## config.mk

```make
export PLATFORM = sky130hd
export DESIGN_NAME = tri_bus_receiver
export DESIGN_NICKNAME = d
export VERILOG_FILES = /design/src/rtl/tri_bus_receiver_pkg.sv /design/src/rtl/tri_bus_receiver_drv_enable_check.sv /design/src/rtl/tri_bus_receiver.sv
export SDC_FILE = /design/constraint.sdc
export NUM_CORES = 1
export LEC_CHECK = 0
export CAP_MARGIN = 30
export CELL_PAD_IN_SITES_DETAIL_PLACEMENT = 0
export CELL_PAD_IN_SITES_GLOBAL_PLACEMENT = 2
export CORE_MARGIN = 4
export CORE_UTILIZATION = 30
export DETAILED_ROUTE_END_ITERATION = 7
export PLACE_DENSITY_LB_ADDON = 0.1
export SYNTH_ARGS = -nofsm -noshare
export SYNTH_HDL_FRONTEND = slang
export SYNTH_HIERARCHICAL = 1
export SYNTH_SLANG_ARGS = --single-unit
```

## constraint.sdc

```tcl
create_clock -name Clock -period 12.7 [get_ports Clock]
set_clock_uncertainty 0.15 [all_clocks]
set_input_delay 3.81 -clock Clock [delete_from_list [all_inputs] [get_ports Clock]]
set_output_delay 3.81 -clock Clock [all_outputs]
set_load 0.01 [all_outputs]
```

## src/rtl/tri_bus_receiver_pkg.sv

```systemverilog
// rtl/tri_bus_receiver_pkg.sv - shared defaults and error-kind codes for the tri-state bus receiver
package tri_bus_receiver_pkg;

  localparam int unsigned DEF_NR_OF_BITS    = 32;
  localparam int unsigned DEF_NR_OF_DRIVERS = 4;
  localparam int unsigned DEF_FIFO_DEPTH    = 4;
  localparam logic [7:0]  ERR_COUNT_MAX     = 8'hFF;

  typedef enum logic [1:0] {
    ERR_NONE       = 2'd0,
    ERR_FLOAT      = 2'd1,
    ERR_CONTENTION = 2'd2,
    ERR_OVERFLOW   = 2'd3
  } err_kind_e;

endpackage

```

## src/rtl/tri_bus_receiver_drv_enable_check.sv

```systemverilog
// rtl/tri_bus_receiver_drv_enable_check.sv - popcount classifier of driver enables (one / none / multi)
module drv_enable_check #(
  parameter int NrOfDrivers = 4
) (
  input  logic [NrOfDrivers-1:0] drv_en_i,
  output logic                   is_one_o,
  output logic                   is_none_o,
  output logic                   is_multi_o
);

  localparam int CntW = $clog2(NrOfDrivers + 1);

  logic [CntW-1:0] cnt;

  always_comb begin
    cnt = '0;
    for (int i = 0; i < NrOfDrivers; i++) begin
      cnt = cnt + CntW'(drv_en_i[i]);
    end
  end

  assign is_none_o  = (cnt == '0);
  assign is_one_o   = (cnt == CntW'(1));
  assign is_multi_o = (cnt > CntW'(1));

endmodule

```

## src/rtl/tri_bus_receiver.sv

```systemverilog
// rtl/tri_bus_receiver.sv - bus sampler with enable check, capture FIFO and sticky errors
// Optional saturating error counter: TRI_BUS_ERR_COUNT_EN.
module tri_bus_receiver
  import tri_bus_receiver_pkg::*;
#(
  parameter int NrOfBits    = DEF_NR_OF_BITS,
  parameter int NrOfDrivers = DEF_NR_OF_DRIVERS,
  parameter int FifoDepth   = DEF_FIFO_DEPTH
) (
  input  logic                         Clock,
  input  logic                         Reset,
  input  logic [NrOfBits-1:0]          Bus_data,
  input  logic [NrOfDrivers-1:0]       Bus_drv_en,
  input  logic                         Bus_strobe,
  output logic [NrOfBits-1:0]          Out_data,
  output logic                         Out_valid,
  input  logic                         Out_ready,
  output logic [$clog2(FifoDepth):0]   Fifo_count,
  output logic                         Err_contention,
  output logic                         Err_float,
  output logic                         Err_overflow,
  input  logic                         Err_clear,
  output logic [7:0]                   Err_count
);

  localparam int PtrW = $clog2(FifoDepth);
  localparam int CntW = PtrW + 1;

  logic [NrOfBits-1:0] mem_q [FifoDepth];
  logic [PtrW-1:0]     wr_ptr_q, rd_ptr_q, rd_next;
  logic [CntW-1:0]     count_q, count_d;
  logic [NrOfBits-1:0] out_data_q, out_data_d;
  logic                err_cont_q, err_float_q, err_ovf_q;

  logic is_one, is_none, is_multi;
  logic push_req, push, pop, full;
  logic cont_ev, float_ev, ovf_ev;

  drv_enable_check #(.NrOfDrivers(NrOfDrivers)) u_check (
    .drv_en_i   (Bus_drv_en),
    .is_one_o   (is_one),
    .is_none_o  (is_none),
    .is_multi_o (is_multi)
  );

  assign push_req = Bus_strobe & is_one;
  assign full     = (count_q == CntW'(FifoDepth));
  assign pop      = (count_q != '0) & Out_ready;
  // A simultaneous pop frees the slot, so a full FIFO still accepts the word.
  assign push     = push_req & (~full | pop);
  assign ovf_ev   = push_req & full & ~pop;
  assign cont_ev  = Bus_strobe & is_multi;
  assign float_ev = Bus_strobe & is_none;
  assign rd_next  = rd_ptr_q + PtrW'(1);
  assign count_d  = count_q + CntW'(push) - CntW'(pop);

  // Registered head: the next head is the following entry, or the incoming word when it lands first.
  always_comb begin
    out_data_d = out_data_q;
    if (pop && (count_q > CntW'(1))) begin
      out_data_d = mem_q[rd_next];
    end else if (push && ((count_q == '0) || pop)) begin
      out_data_d = Bus_data;
    end
  end

  always_ff @(posedge Clock) begin
    if (push && !Reset) begin
      mem_q[wr_ptr_q] <= Bus_data;
    end
  end

  always_ff @(posedge Clock) begin
    if (Reset) begin
      wr_ptr_q    <= '0;
      rd_ptr_q    <= '0;
      count_q     <= '0;
      out_data_q  <= '0;
      err_cont_q  <= 1'b0;
      err_float_q <= 1'b0;
      err_ovf_q   <= 1'b0;
    end else begin
      if (push) wr_ptr_q <= wr_ptr_q + PtrW'(1);
      if (pop)  rd_ptr_q <= rd_next;
      count_q     <= count_d;
      out_data_q  <= out_data_d;
      err_cont_q  <= (err_cont_q  & ~Err_clear) | cont_ev;
      err_float_q <= (err_float_q & ~Err_clear) | float_ev;
      err_ovf_q   <= (err_ovf_q   & ~Err_clear) | ovf_ev;
    end
  end

  assign Out_data       = out_data_q;
  assign Out_valid      = (count_q != '0);
  assign Fifo_count     = count_q;
  assign Err_contention = err_cont_q;
  assign Err_float      = err_float_q;
  assign Err_overflow   = err_ovf_q;

`ifdef TRI_BUS_ERR_COUNT_EN
  logic [7:0] err_count_q, err_count_d;
  err_kind_e  err_kind;

  always_comb begin
    err_kind = ERR_NONE;
    if (ovf_ev)        err_kind = ERR_OVERFLOW;
    else if (cont_ev)  err_kind = ERR_CONTENTION;
    else if (float_ev) err_kind = ERR_FLOAT;
    err_count_d = err_count_q;
    if ((err_kind != ERR_NONE) && (err_count_q != ERR_COUNT_MAX)) begin
      err_count_d = err_count_q + 8'd1;
    end
  end

  always_ff @(posedge Clock) begin
    if (Reset) err_count_q <= 8'd0;
    else       err_count_q <= err_count_d;
  end

  assign Err_count = err_count_q;
`else
  assign Err_count = 8'd0;
`endif

endmodule

```

==> results.md <==
- The share of synthesized area occupied by flip-flops and latches is 0.695.
- The synthesized-area fraction occupied by adder cells is 0.0282.
- The tightest slew margin relative to the limit is 0.343.
- For the worst setup path, the data required time is ~13000 ps.
- The number of hold violations in the final report came to 0.
- The number of antenna diodes in the final layout is 0.
- The filler cells instantiated in the layout total around 2000.
- For this run, design rule violations remaining after detail routing come to 0.
- The combined area of all synthesized cells is roughly 6700 µm².
- Once routing completed, OpenROAD measured the worst setup slack at between 5000 and 6000 ps.
- Of the total synthesized cell area, the portion taken by AND, OR, NAND and NOR gates is 0.0744.
- The path class of the tightest hold or removal check is reg2reg.
- Clock tree synthesis selected as its root buffer the cell clkbuf_16.
- 88 I/O pins were placed.
- The most numerous cell type found on the critical path is inv_1.
- The fraction of final layout cells with drive strength greater than 1 is 0.154.
- The first global-routing pass estimated 22.8 mm of wire.
- The max-cap check violation count is 0.
- The post-synthesis compound-gate area fraction is 0.0523.
- The slowest library cell on the worst path is and2_2.
- The core area is about 22000 µm².
- After layout, the minimum clock period comes to 7250 ps.
- The post-route setup TNS is 0 ps.
- The via count of the first global-routing pass is around 4000.
- TritonCTS built the clock tree.
- Once detail routing completed, the nets flagged for antenna violations numbered 0.
- The gate count after technology mapping is between 400 and 500.
- The design draws approximately 1.5 mW.
- At the later pin of the worst-skew pair, clock insertion delay measures approximately 420 ps.
- The sum of net half-perimeters after detailed placement is roughly 8.8 mm.
- In this run the tool buffered the top-level ports with 79 buffer cells.
- Counting cells, the worst reg-to-reg path comes to 8.
- The maximum number of pins on one net before global-route repair is 44.
- Using the TritonRoute via totals, the vias-per-cell ratio works out to 4.69.
- The cell count of the worst hold path is 2.
- The quantity of hold-fixing buffers added after cts is 0.
- The worst IR drop on VDD is around 0.11 mV.
- The final cycle utilization of the critical path is 0.571.
- The netlist uses 31 different library cells.
- Relative to the synthesized area, the layout overhead comes to 24.5%.
- The number of setup buffers added after CTS is 0.
- The total of endpoints with negative setup slack in the final report is 0.
- The kind of launch point of the worst setup path is a primary input.
- The first-pass iteration count of the detailed router is 4.
- The number of synthesis warnings is 6.
- The count of pins over their slew limit is 0.
- At the end of the flow, the number of nets in the layout was around 560.
- The worst-case setup slack after placement is approximately 4900 ps.
- For the worst setup path, the data arrival time is just over 7000 ps.
- In the layout the commonest cells are 128 x edfxtp_1, 78 x clkdlybuf4s50_1, 69 x nand2_1, 41 x nor2_1, 40 x dfxtp_1.
- The routed via count is between 3000 and 4000.
- The critical path in this run is classified as in2reg.
- For this configuration, the core starts out at a cell density of 0.307.
- The maximum number of buffers from clock root to sink is 2.
- The flow ran to the end, and the final reports show no timing, DRC or antenna violations.
- For this run, the slowest stage of the critical path takes about 800 ps.
- The CTS clock-pin slew for the worst setup and hold paths is 60 ps.
- The category of the worst setup path capture point is a flop.
- The post-synthesis share of cell area spent on xor and xnor gates is 0.00520.
- The power per cell area is about 180 nW/µm².
- The number of buffers created by CTS is 17.
- The initial detailed-routing violation count is 170.
- The static leakage is 2.70 nW.
- The remaining global-route overflow is 0.
- The count of instances resized after the clock tree is built is 0.
- The most common cell after layout, fill and taps aside is edfxtp_1.
- Measured against the total synthesized area, the mux share comes to 0.107.
- After synthesis, the mean cell area works out to ~16 µm².
- The die span in y is between 150 and 200 µm.
- The routability-driven placement congestion ratio is ~0.7.
- The number of register bits inferred by synthesis is between 150 and 200.
- The transition time of the tightest slew-check pin is 985 ps.
- The maximum clock rate is approximately 140 MHz.
- The initial antenna violation count came to 0.
- Across every metal layer, demand over resource in global routing totals 0.123.
- The clock sink total is 170.
- In the final routed layout, each cell accounts on average for around 18 µm.
- The main combinational cell family by area after synthesis is multiplexers.
- The signal on the critical path passes through clkdlybuf4s50_1, inv_1, fa_1, inv_1, ha_1, inv_1, ha_1, nor3b_4, nand2_1, nor2_1, inv_1, nor2_1, and2_2.
- Summed over all layers, the routed wires come to between 10 and 15 mm.
- Along the worst path, the maximum fanout reaches 32.
- After floorplanning, the core was divided into 54 placement rows.
- Setup repair after global routing left no endpoint under its margin.
- The area of the die is about 25000 µm².
- The maximum level of the CTS H-tree is 4.
- The width of the chip is between 150 and 200 µm.
==> critical path: cells and delay by family <==
kind                       cells  cell delay, ps
and+or+nand+nor                5            1620
adders and majority gates      3             970
buffers and inverters          5             730
==> cell type report <==
type / instances / area, µm² / area share
inverters: 15 / 56.3 / 0.00671
flip-flops and latches: 170 / 4690 / 0.558
repair buffers: 83 / 836 / 0.0996
multi-input cells: 220 / 1840 / 0.219
well taps: 280 / 350 / 0.0417
clock inverters: 13 / 174 / 0.0207
clock buffers: 19 / 453 / 0.0540
==> layer usage <==
metal / routed length, µm / part of all wire / up-vias / GRT usage
met5: 0 / 0 / - / 0
met4: 150 / 0.010 / 0 / 0.0369
met3: 614 / 0.042 / 12 / 0.0361
met2: 6840 / 0.47 / 82 / 0.194
met1: 6870 / 0.47 / 1897 / 0.165
li1: - / - / 1762 / -
==> cell usage after synthesis <==
cell type | n | area (µm²)
a21o_2 | 1 | 8.76
a21oi_1 | 1 | 5.00
a21oi_2 | 1 | 8.76
a21oi_4 | 1 | 16.3
a221o_1 | 1 | 10.0
a22oi_1 | 2 | 15.0
a311oi_1 | 32 | 280
a32oi_1 | 1 | 8.76
and2_1 | 4 | 25.0
and2_2 | 1 | 7.51
buf_2 | 7 | 35.0
buf_4 | 9 | 67.6
buf_6 | 3 | 33.8
clkbuf_1 | 16 | 60.1
conb_1 | 1 | 3.75
dfxtp_1 | 42 | 841
edfxtp_1 | 128 | 3840
fa_1 | 2 | 40.0
ha_1 | 12 | 150
inv_1 | 15 | 56.3
mux4_2 | 32 | 721
nand2_1 | 69 | 259
nand3_1 | 1 | 5.00
nor2_1 | 41 | 154
nor2b_1 | 2 | 12.5
nor3_1 | 1 | 5.00
nor3b_4 | 1 | 18.8
nor4b_1 | 1 | 8.76
or3_1 | 1 | 6.26
xnor2_1 | 2 | 17.5
xor2_1 | 2 | 17.5
==> state kept, by name, summed over array words and instances (netlist names) <==
signal	cells
mem_q	128
Err_contention	1
Err_float	1
wr_ptr_q	2
Out_data	32
Err_overflow	1
rd_ptr_q	2
Fifo_count	3
==> cells by family (layout without fill, tap and decap cells) <==
logic type                 count (synthesis)  in the layout
DFF                                      170            170
other                                      1              8
AOI/OAI and AO/OA                         40             40
muxes                                     32             32
buffers and inverters                     50            130
and+or+nand+nor                          122            122
xor gates and xnor gates                   4              4
adders and majority gates                 14             14
==> metrics by stage <==
step                hold WS (ps)   util  cell area [µm²]  cells
floorplan                    319      -             6770    440
global placement             315  0.352             7740    767
detailed placement           321  0.354             7770    768
CTS                          329  0.382             8390    800
global route                 348  0.382             8390    800
finish                       324  0.382             8390    800
==> power breakdown <==
part           internal [mW]  leakage, nW  switching (mW)
Clock                  0.338        0.310           0.211
Combinational          0.161        0.897           0.134
Sequential             0.641         1.50          0.0465
==> worst paths after layout <==
path / start / end / slack, ps
worst max-delay path: Bus_drv_en[0] / mem_q[0][11] / 5450
worst min-delay path: Out_data[28] / Out_data[28] / 320
worst max register to register: Fifo_count[0] / Fifo_count[2] / 10220
worst min register to register: Out_data[28] / Out_data[28] / 320
Power figures use the tool's default switching activity.
